### src/rtl/xoodoo_rdi_prng_if.sv
// Randomness bus between the xorshift PRNG and the masked Xoodoo round:
// seed stream in, 32*LANES-bit fresh word out, consumption strobe back.
interface xoodoo_rdi_prng_if #(
   parameter int LANES = 12
);
   logic [31:0]         seed;
   logic                seed_valid;
   logic                seed_ready;
   logic                reseed;
   logic [32*LANES-1:0] rdi;
   logic                rdi_valid;
   logic                rdi_en;
   logic [31:0]         rdi_cnt;

   modport master (
      output seed, seed_valid, reseed, rdi_en,
      input  seed_ready, rdi, rdi_valid, rdi_cnt
   );

   modport slave (
      input  seed, seed_valid, reseed, rdi_en,
      output seed_ready, rdi, rdi_valid, rdi_cnt
   );
endinterface

### src/rtl/xoodoo_rdi_prng.sv
// Fresh-randomness source for the masked Xoodoo datapath: LANES independent
// xorshift32 lanes, seeded word-by-word, optional warm-up, advanced on consumption.
//
// state  | meaning
// S_SEED | accepting seed words into lane[word_cnt]; seed_ready=1
// S_WARM | all lanes advance every cycle for WARMUP cycles, no output
// S_RUN  | rdi_valid=1; each rdi_en advances all lanes once
module xoodoo_rdi_prng #(
   parameter int LANES  = 12,
   parameter int WARMUP = 16
) (
   input  logic              clk,
   input  logic              rst_n,
   xoodoo_rdi_prng_if.slave  bus
);

   localparam int WCW = (LANES  > 2) ? $clog2(LANES)  : 1;
   localparam int TCW = (WARMUP > 2) ? $clog2(WARMUP) : 1;

   typedef enum logic [1:0] {S_SEED, S_WARM, S_RUN} state_t;

   state_t          state, state_nxt;
   logic [WCW-1:0]  word_cnt;
   logic [TCW-1:0]  warm_cnt;
   logic [31:0]     lane [LANES];
   logic [31:0]     rdi_cnt;
   logic [31:0]     seed_word;
   logic            load, consume, adv, last_word, last_warm;

   function automatic logic [31:0] xs_step(input logic [31:0] x);
      logic [31:0] y;
      y = x ^ (x << 13);
      y = y ^ (y >> 17);
      y = y ^ (y << 5);
      return y;
   endfunction

   assign last_word = (word_cnt == WCW'(LANES - 1));
   assign last_warm = (warm_cnt == TCW'(WARMUP - 1));
   assign load      = (state == S_SEED) && bus.seed_valid && !bus.reseed;
   assign consume   = (state == S_RUN) && bus.rdi_en;
   // a reseed freezes the lanes even when the same cycle consumes a word
   assign adv       = !bus.reseed && ((state == S_WARM) || consume);
   // zero is the xorshift fixed point, so never let a lane start there
   assign seed_word = (bus.seed == 32'h0) ? (32'h9E37_79B9 ^ 32'(word_cnt)) : bus.seed;

   always_ff @(posedge clk or negedge rst_n) begin
      if (!rst_n) state <= S_SEED;
      else        state <= state_nxt;
   end

   always_comb begin
      state_nxt = state;
      if (bus.reseed) begin
         state_nxt = S_SEED;
      end else begin
         case (state)
            S_SEED:  if (load && last_word) state_nxt = (WARMUP > 0) ? S_WARM : S_RUN;
            S_WARM:  if (last_warm) state_nxt = S_RUN;
            S_RUN:   state_nxt = S_RUN;
            default: state_nxt = S_SEED;
         endcase
      end
   end

   always_ff @(posedge clk or negedge rst_n) begin
      if (!rst_n) begin
         word_cnt <= '0;
         warm_cnt <= '0;
      end else if (bus.reseed) begin
         word_cnt <= '0;
         warm_cnt <= '0;
      end else begin
         if (load) word_cnt <= last_word ? '0 : word_cnt + 1'b1;
         if (state == S_WARM) warm_cnt <= last_warm ? '0 : warm_cnt + 1'b1;
      end
   end

   always_ff @(posedge clk or negedge rst_n) begin
      if (!rst_n)                          rdi_cnt <= '0;
      else if (consume && rdi_cnt != '1)   rdi_cnt <= rdi_cnt + 32'd1;
   end

   always_ff @(posedge clk or negedge rst_n) begin
      if (!rst_n) begin
         for (int i = 0; i < LANES; i++) lane[i] <= '0;
      end else begin
         for (int i = 0; i < LANES; i++) begin
            if (adv)                                  lane[i] <= xs_step(lane[i]);
            else if (load && word_cnt == WCW'(i))     lane[i] <= seed_word;
         end
      end
   end

   for (genvar g = 0; g < LANES; g++) begin : g_rdi
      assign bus.rdi[32*g +: 32] = lane[g];
   end

   assign bus.seed_ready = (state == S_SEED);
   assign bus.rdi_valid  = (state == S_RUN);
   assign bus.rdi_cnt    = rdi_cnt;

endmodule

### src/flat_wrapper.sv
// flat-port wrapper written by rule: the top's interface ports become plain ports
module xoodoo_rdi_prng_flat 
#(
   parameter int LANES  = 12,
   parameter int WARMUP = 16
)
  (clk, rst_n, bus_seed, bus_seed_valid, bus_reseed, bus_rdi_en, bus_seed_ready, bus_rdi, bus_rdi_valid, bus_rdi_cnt);
  xoodoo_rdi_prng_if #(.LANES(LANES)) bus_i ();
  input  logic clk;
  input  logic rst_n;
  input wire logic [$bits(bus_i.seed)-1:0] bus_seed;
  input wire logic [$bits(bus_i.seed_valid)-1:0] bus_seed_valid;
  input wire logic [$bits(bus_i.reseed)-1:0] bus_reseed;
  input wire logic [$bits(bus_i.rdi_en)-1:0] bus_rdi_en;
  output wire logic [$bits(bus_i.seed_ready)-1:0] bus_seed_ready;
  output wire logic [$bits(bus_i.rdi)-1:0] bus_rdi;
  output wire logic [$bits(bus_i.rdi_valid)-1:0] bus_rdi_valid;
  output wire logic [$bits(bus_i.rdi_cnt)-1:0] bus_rdi_cnt;
  assign bus_i.seed = bus_seed;
  assign bus_i.seed_valid = bus_seed_valid;
  assign bus_i.reseed = bus_reseed;
  assign bus_i.rdi_en = bus_rdi_en;
  assign bus_seed_ready = bus_i.seed_ready;
  assign bus_rdi = bus_i.rdi;
  assign bus_rdi_valid = bus_i.rdi_valid;
  assign bus_rdi_cnt = bus_i.rdi_cnt;
  xoodoo_rdi_prng #(.LANES(LANES), .WARMUP(WARMUP)) u_core (.clk(clk), .rst_n(rst_n), .bus(bus_i));
endmodule
### config.mk
export PLATFORM = sky130hd
export DESIGN_NAME = xoodoo_rdi_prng_flat
export DESIGN_NICKNAME = d
export VERILOG_FILES = /design/src/rtl/xoodoo_rdi_prng_if.sv /design/src/rtl/xoodoo_rdi_prng.sv /design/src/flat_wrapper.sv
export SDC_FILE = /design/constraint.sdc
export NUM_CORES = 1
export LEC_CHECK = 0
export ABC_AREA = 1
export CELL_PAD_IN_SITES_DETAIL_PLACEMENT = 1
export CELL_PAD_IN_SITES_GLOBAL_PLACEMENT = 1
export CORE_UTILIZATION = 43
export CTS_BUF_LIST = sky130_fd_sc_hd__clkbuf_8
export DETAILED_ROUTE_END_ITERATION = 6
export PLACE_DENSITY_LB_ADDON = 0.1
export SETUP_SLACK_MARGIN = 0.5
export SYNTH_ARGS = -nofsm -noshare
export SYNTH_HDL_FRONTEND = slang
export SYNTH_SLANG_ARGS = --single-unit
### constraint.sdc
create_clock -name clk -period 3.2 [get_ports clk]
set_clock_uncertainty 0.2 [all_clocks]
set_input_delay 0.64 -clock clk [delete_from_list [all_inputs] [get_ports clk]]
set_output_delay 0.64 -clock clk [all_outputs]
set_load 0.05 [all_outputs]
Word level (Yosys, flattened, before mapping)
Cells that the tools add are included.
{ "op_classes": {"n_reduce_logical": 37, "eq_ne": 17, "bitwise": 37, "mux": 35, "addsub": 3} }
{ "op_table": {"columns": ["op", "n"], "rows": [
  ["32-bit 2-to-1 mux", 25],
  ["32-bit bitwise XOR", 24],
  ["32-bit by 15-bit bitwise XOR with 32-bit output", 12],
  ["32-bit by 1-bit adder with 32-bit output (second input constant)", 1],
  ["32-bit zero test", 1],
  ["32-bit inequality test (second input constant)", 1],
  ["2-bit nonzero test", 14],
  ["4-bit 2-to-1 mux", 6],
  ["4-bit == test (second input constant)", 5],
  ["2-bit NOT with 20-bit output", 1],
  ["1-bit logical AND", 17],
  ["4-bit by 3-bit == test with 1-bit output (second input constant)", 4],
  ["4-bit by 1-bit adder with 4-bit output (second input constant)", 2],
  ["4-bit by 2-bit == test with 1-bit output (second input constant)", 2],
  ["2-bit 2-to-1 mux", 3],
  ["3-bit by 2-bit inequality test with 1-bit output (second input constant)", 2],
  ["2-bit one-hot mux with 3 select lines", 1],
  ["4-bit by 1-bit == test with 1-bit output (second input constant)", 1],
  ["4-bit zero test", 1],
  ["2-bit by 1-bit == test with 1-bit output (second input constant)", 1],
  ["2-bit == test (second input constant)", 1],
  ["2-bit zero test", 1],
  ["2-bit AND reduction", 1],
  ["1-bit zero test", 1],
  ["1-bit logical OR", 1]
]} }
{ "word_totals": {"register_bits": 426} }

Longest topological paths before layout
{ "depth": {"ltp_word": 7, "depth_mapped": 13, "depth_no_buf": 11} }

Least setup slack after synthesis
Ideal clock, no wire load.
{ "synth_timing": {"path_type": "flip-flop to flip-flop", "from": "register u_core.state[0]", "to": "register u_core.lane (netlist bit u_core.bus.rdi[325])", "stages_incl_launch_ff": 12, "setup_time_ns": 0.121, "arrival_time_ns": 2.133, "path_buffers": 2, "path_slack_ns": 0.746, "path_cell_list": "dfrtp_1 -> inv_1 -> ha_1 -> nand3_4 -> buf_6 -> nor3_2 -> nor2_4 -> inv_2 -> buf_2 -> nor2_1 -> a21oi_1 -> nand2_1"} }
{ "synth_via": {"elab_chain_cells": 5} }
{ "synth_lines": {"columns": ["element", "line", "source"], "rows": [
  ["start, declared", "xoodoo_rdi_prng.sv:22", "state_t state, state_nxt;"],
  ["start signal, assigned", "xoodoo_rdi_prng.sv:49", "else state <= state_nxt;"],
  ["2-bit zero test", null, null],
  ["named net bus_seed_ready", "flat_wrapper.sv:15", "output wire logic [$bits(bus_i.seed_ready)-1:0] bus_seed_ready;"],
  ["1-bit logical AND (2 in series)", "xoodoo_rdi_prng.sv:40", "assign load = (state == S_SEED) && bus.seed_valid && !bus.reseed;"],
  ["1-bit logical AND", "xoodoo_rdi_prng.sv:90", "else if (load && word_cnt == WCW'(i)) lane[i] <= seed_word;"],
  ["2-bit nonzero test (no line)", null, null],
  ["end signal, assigned by index", "xoodoo_rdi_prng.sv:89", "if (adv) lane[i] <= xs_step(lane[i]);"],
  ["end signal, assigned by index", "xoodoo_rdi_prng.sv:90", null],
  ["end, declared", "xoodoo_rdi_prng.sv:25", "logic [31:0] lane [LANES];"]
]} }
The timed path passes the listed nets, and every way through them passes these cells.
A chain may end at the register's enable or synchronous reset.

Worst setup path in the final report
{ "layout_timing": {"from": "register u_core.state[1]", "to": "output port bus_seed_ready"} }
{ "layout_via": {"elab_chain_cells": 1} }
{ "layout_lines": {"columns": ["element", "line", "source"], "rows": [
  ["2-bit zero test", "xoodoo_rdi_prng.sv:99", "assign bus.seed_ready = (state == S_SEED);"],
  ["end, declared", "flat_wrapper.sv:15", null]
]} }
No other way between the ends.

==> summary.md <==
| Metric | Value |
|---|---|
| Status | finished, final reports clean |
| Layout cell share with drive strength beyond 1 | 6.84% |
| Detailed-placement wirelength estimate | 96300 um |
| Post-synth ARST share | 100% |
| Initial DRC Count | around 2500 |
| Final routed DRC violation total | 0 |
| Cts bufs inserted | 83 |
| Net Switching | 13000 uW |
| Critical path startpoint category | flop |
| Yosys reg bits | about 430 |
| Die Area | just over 70000 um^2 |
| Clock Power Share | 21.8% |
| Worst-path fanout max | 4 |
| Mux share of post-synthesis cell area | 0% |
| Max-cap violations | 0 |
| Mean Syn Cell Area | 6.52 um^2 |
| Post-synthesis simple-gate area fraction | about a third |
| Final total power | roughly 26000 uW |
| TritonRoute pass-1 iters | 6 |
| Largest family of logic cells by synthesized area | simple AND/OR/NAND/NOR gates |
| Area Growth Syn to Fin | 25.1% |
| Starting Density | between 40 and 50% |
| NumNets Final | 5203 |
| Vias per cell | between 5 and 6 |
| Mapped Cells | around 4700 |
| Metal1 wirelength | ~55000 um |
| Worst slew pin tran | slightly below 0.8 ns |
| Top Metal Used | met4 |
| Synth Cell Area | about 30000 um^2 |
| Number of synthesized flops with an enable pin | 0 |
| PD cells | roughly 670 nW/um^2 |
| Compound-Gate Fraction of Synth Area | a little under a tenth |
| Core Footprint | about 70000 um^2 |
| Relative slew margins | ~47% |
| Setup Viol. Count Final | 0 |
| F_max | roughly 370 MHz |
| Top cells by area, synth | dfrtp_1 35%, nand2_1 21%, nand3_1 7.8% |
| Synthesized Nets | approximately 4700 |
| Die H | 268 um |
| Min Tclk post-route | around 2.7 ns |
| CTS max path bufs | 3 |
| Final WS setup | roughly 0.52 ns |
| # clock sinks | approximately 430 |
| Dominant cell type by area after synthesis | dfrtp_1 |
| Worst hold-check path type | primary input to async pin |
| WL/cell | between 20 and 25 um |
| H-tree Lvls | 3 |
| Most common cell in the synthesized netlist | nand2_1 |
| CTS tree | yes |
| Adder-Cell Fraction of Synth Area | less than 1% |
| DR vias | 33800 |
| CP arrival | approximately 1.8 ns |
| Fin Setup TNS | 0 ns |
| RSZ-0062 raised after global routing | yes |
| Pre-CTS setup slack | -0.0468 ns |
| Vias in the first global route | 33800 |
| Final WL | between 100000 and 150000 um |
| Synth top cells by count | 1668 x nand2_1, 568 x inv_1, 474 x nand3_1, 426 x dfrtp_1, 332 x nor2_1 |
| Root Driver | clkbuf_8 |
| I/O pin total | 455 |
| Hold Fails Final Rpt | 0 |
| Int Power | approximately 13000 uW |
| Sequential fraction of the synthesis area | 35.0% |
| Met3 wire len | around 8200 um |
| Global-route wire length before repair | a little over 200000 um |
| GP Congestion | slightly above 0.9 |
| Clock slew at reported path FFs | 0.06 ns |
| VDD IR-drop max | about 660 uV |
| Post-synth top area share | between 30% and 40% |
| Synth warn | 0 |
| WP data required | 2.36 ns |
| Switching share of power | 50.6% |
| Worst R2R Start | u_core.state[1] |
| Worst setup startpoint | u_core.state[1] |
| Post-synth cell types | 38 |
| Seq pwr share | 31.3% |
| Synth Area in XOR/XNOR | 10.2% |
| Initial antenna violation count | 4 |
| DR WL met2 | between 60000 and 70000 um |
| CP Class | flop to output pin |
| Prevailing post-synth register cell | dfrtp_1 |
| Antenna Nets Post-Route | 0 |
| Leak | approximately 0.021 uW |
| Chip Width | approximately 270 um |
| Rows | 97 |
| Port-buffer cells | about 450 |
| Critical Path End Type | output pin |
| Period utilisation layout | about 84% |
| Final max-slew violation count | 0 |
| Gr usage total | 37.0% |
| Comb pwr share | 46.9% |
| Largest net degree at the start of global routing | 63 |
| Remaining global-route overflow | 0 |
| Skew-Pair Late Insertion Delay | about 0.70 ns |
[layout by cell type (no fill, tap or decap), drive strengths merged, types with 38 or more instances in the layout]
cell / synthesis / final
nor2: 343 / 344
xnor2: 196 / 196
nand4: 41 / 41
inv: 581 / 616
dlygate4sd2: 0 / 373
buf: 110 / 133
nand2: 1668 / 1668
xor2: 159 / 159
o21ai: 143 / 143
dfrtp: 426 / 426
a21oi: 262 / 262
nand3: 476 / 476
a31oi: 46 / 46
clkdlybuf4s15: 0 / 41
clkbuf: 86 / 109
or2: 38 / 38
[metrics by stage]
stage	cells	cell area (um^2)	util, %	hold slack (ns)
6_report	6161	38200	54.4	0.302
5_1_grt	6161	38200	54.4	0.317
4_1_cts	6155	38100	54.2	0.289
3_5_place_dp	6004	36800	52.5	0.297
3_3_place_gp	6004	36800	52.5	0.298
2_1_floorplan	4678	30500	-	0.144
[path summary, 6_finish.rpt]
kind,end,slack (ns),cells after the start
max,bus_seed_ready,0.52,3
min,u_core.bus.rdi[319],0.30,2
max reg2reg,u_core.bus.rdi[328],0.58,10
min reg2reg,u_core.warm_cnt[1],0.31,2
max in group asynchronous,u_core.bus.rdi[69],1.60,4
min in group clk,u_core.warm_cnt[1],0.31,2
[worst max-delay path: stages, from the launching register on]
cell	delay [ns]
dfrtp_1	0.38
inv_1	0.14
ha_2	0.32
clkbuf_2	0.32
[cell families after synthesis]
| family | Yosys count |
|---|---|
| AO/OA/AOI/OAI | 514 |
| adder cells (fa/ha/maj) | 9 |
| buffers and inverters | 778 |
| flip-flops | 426 |
| XOR/XNOR | 355 |
| AND/OR/NAND/NOR | 2596 |
[layout make-up]
class                           instances  area, um^2
Inverter                              582        2200
Clock buffer                          104        1430
Tap cell                              940        1180
Fill cell                            9466       32000
Clock inverter                         43         188
Sequential cell                       426       10700
Timing Repair Buffer                  589        5620
Antenna cell                            2        5.00
Multi-Input combinational cell       3475       16900
[repair_timing]
item	in CTS	in global routing
endpoints found under the hold margin	49	0
endpoints found under the setup margin	460	193
resized for setup	470	24
cloned	2	2
hold buffers	1	0
setup buffers	1	2
pin swaps	2	2
[state kept, by name, summed over array words and instances, names as in the netlist]
register,cells
u_core.bus.rdi,384
u_core.state,2
u_core.word_cnt,4
u_core.warm_cnt,4
u_core.bus.rdi_cnt,32
[power groups by stage]
stage	clock network [uW]	logic [uW]	registers, uW
finish	5580	12000	8000
global placement	0	12100	8060
floorplan	0	5670	10400
detailed placement	0	12400	8070
global route	5850	13100	8100
CTS	5670	12000	7970
[layer usage]
layer / up-vias / global-route usage [%]
li1: 15600 / -
met1: 16700 / 45.7
met2: 1098 / 62.2
met3: 366 / 5.77
met4: 0 / 19.5
met5: - / 0
(Power assumes the default switching activity.)
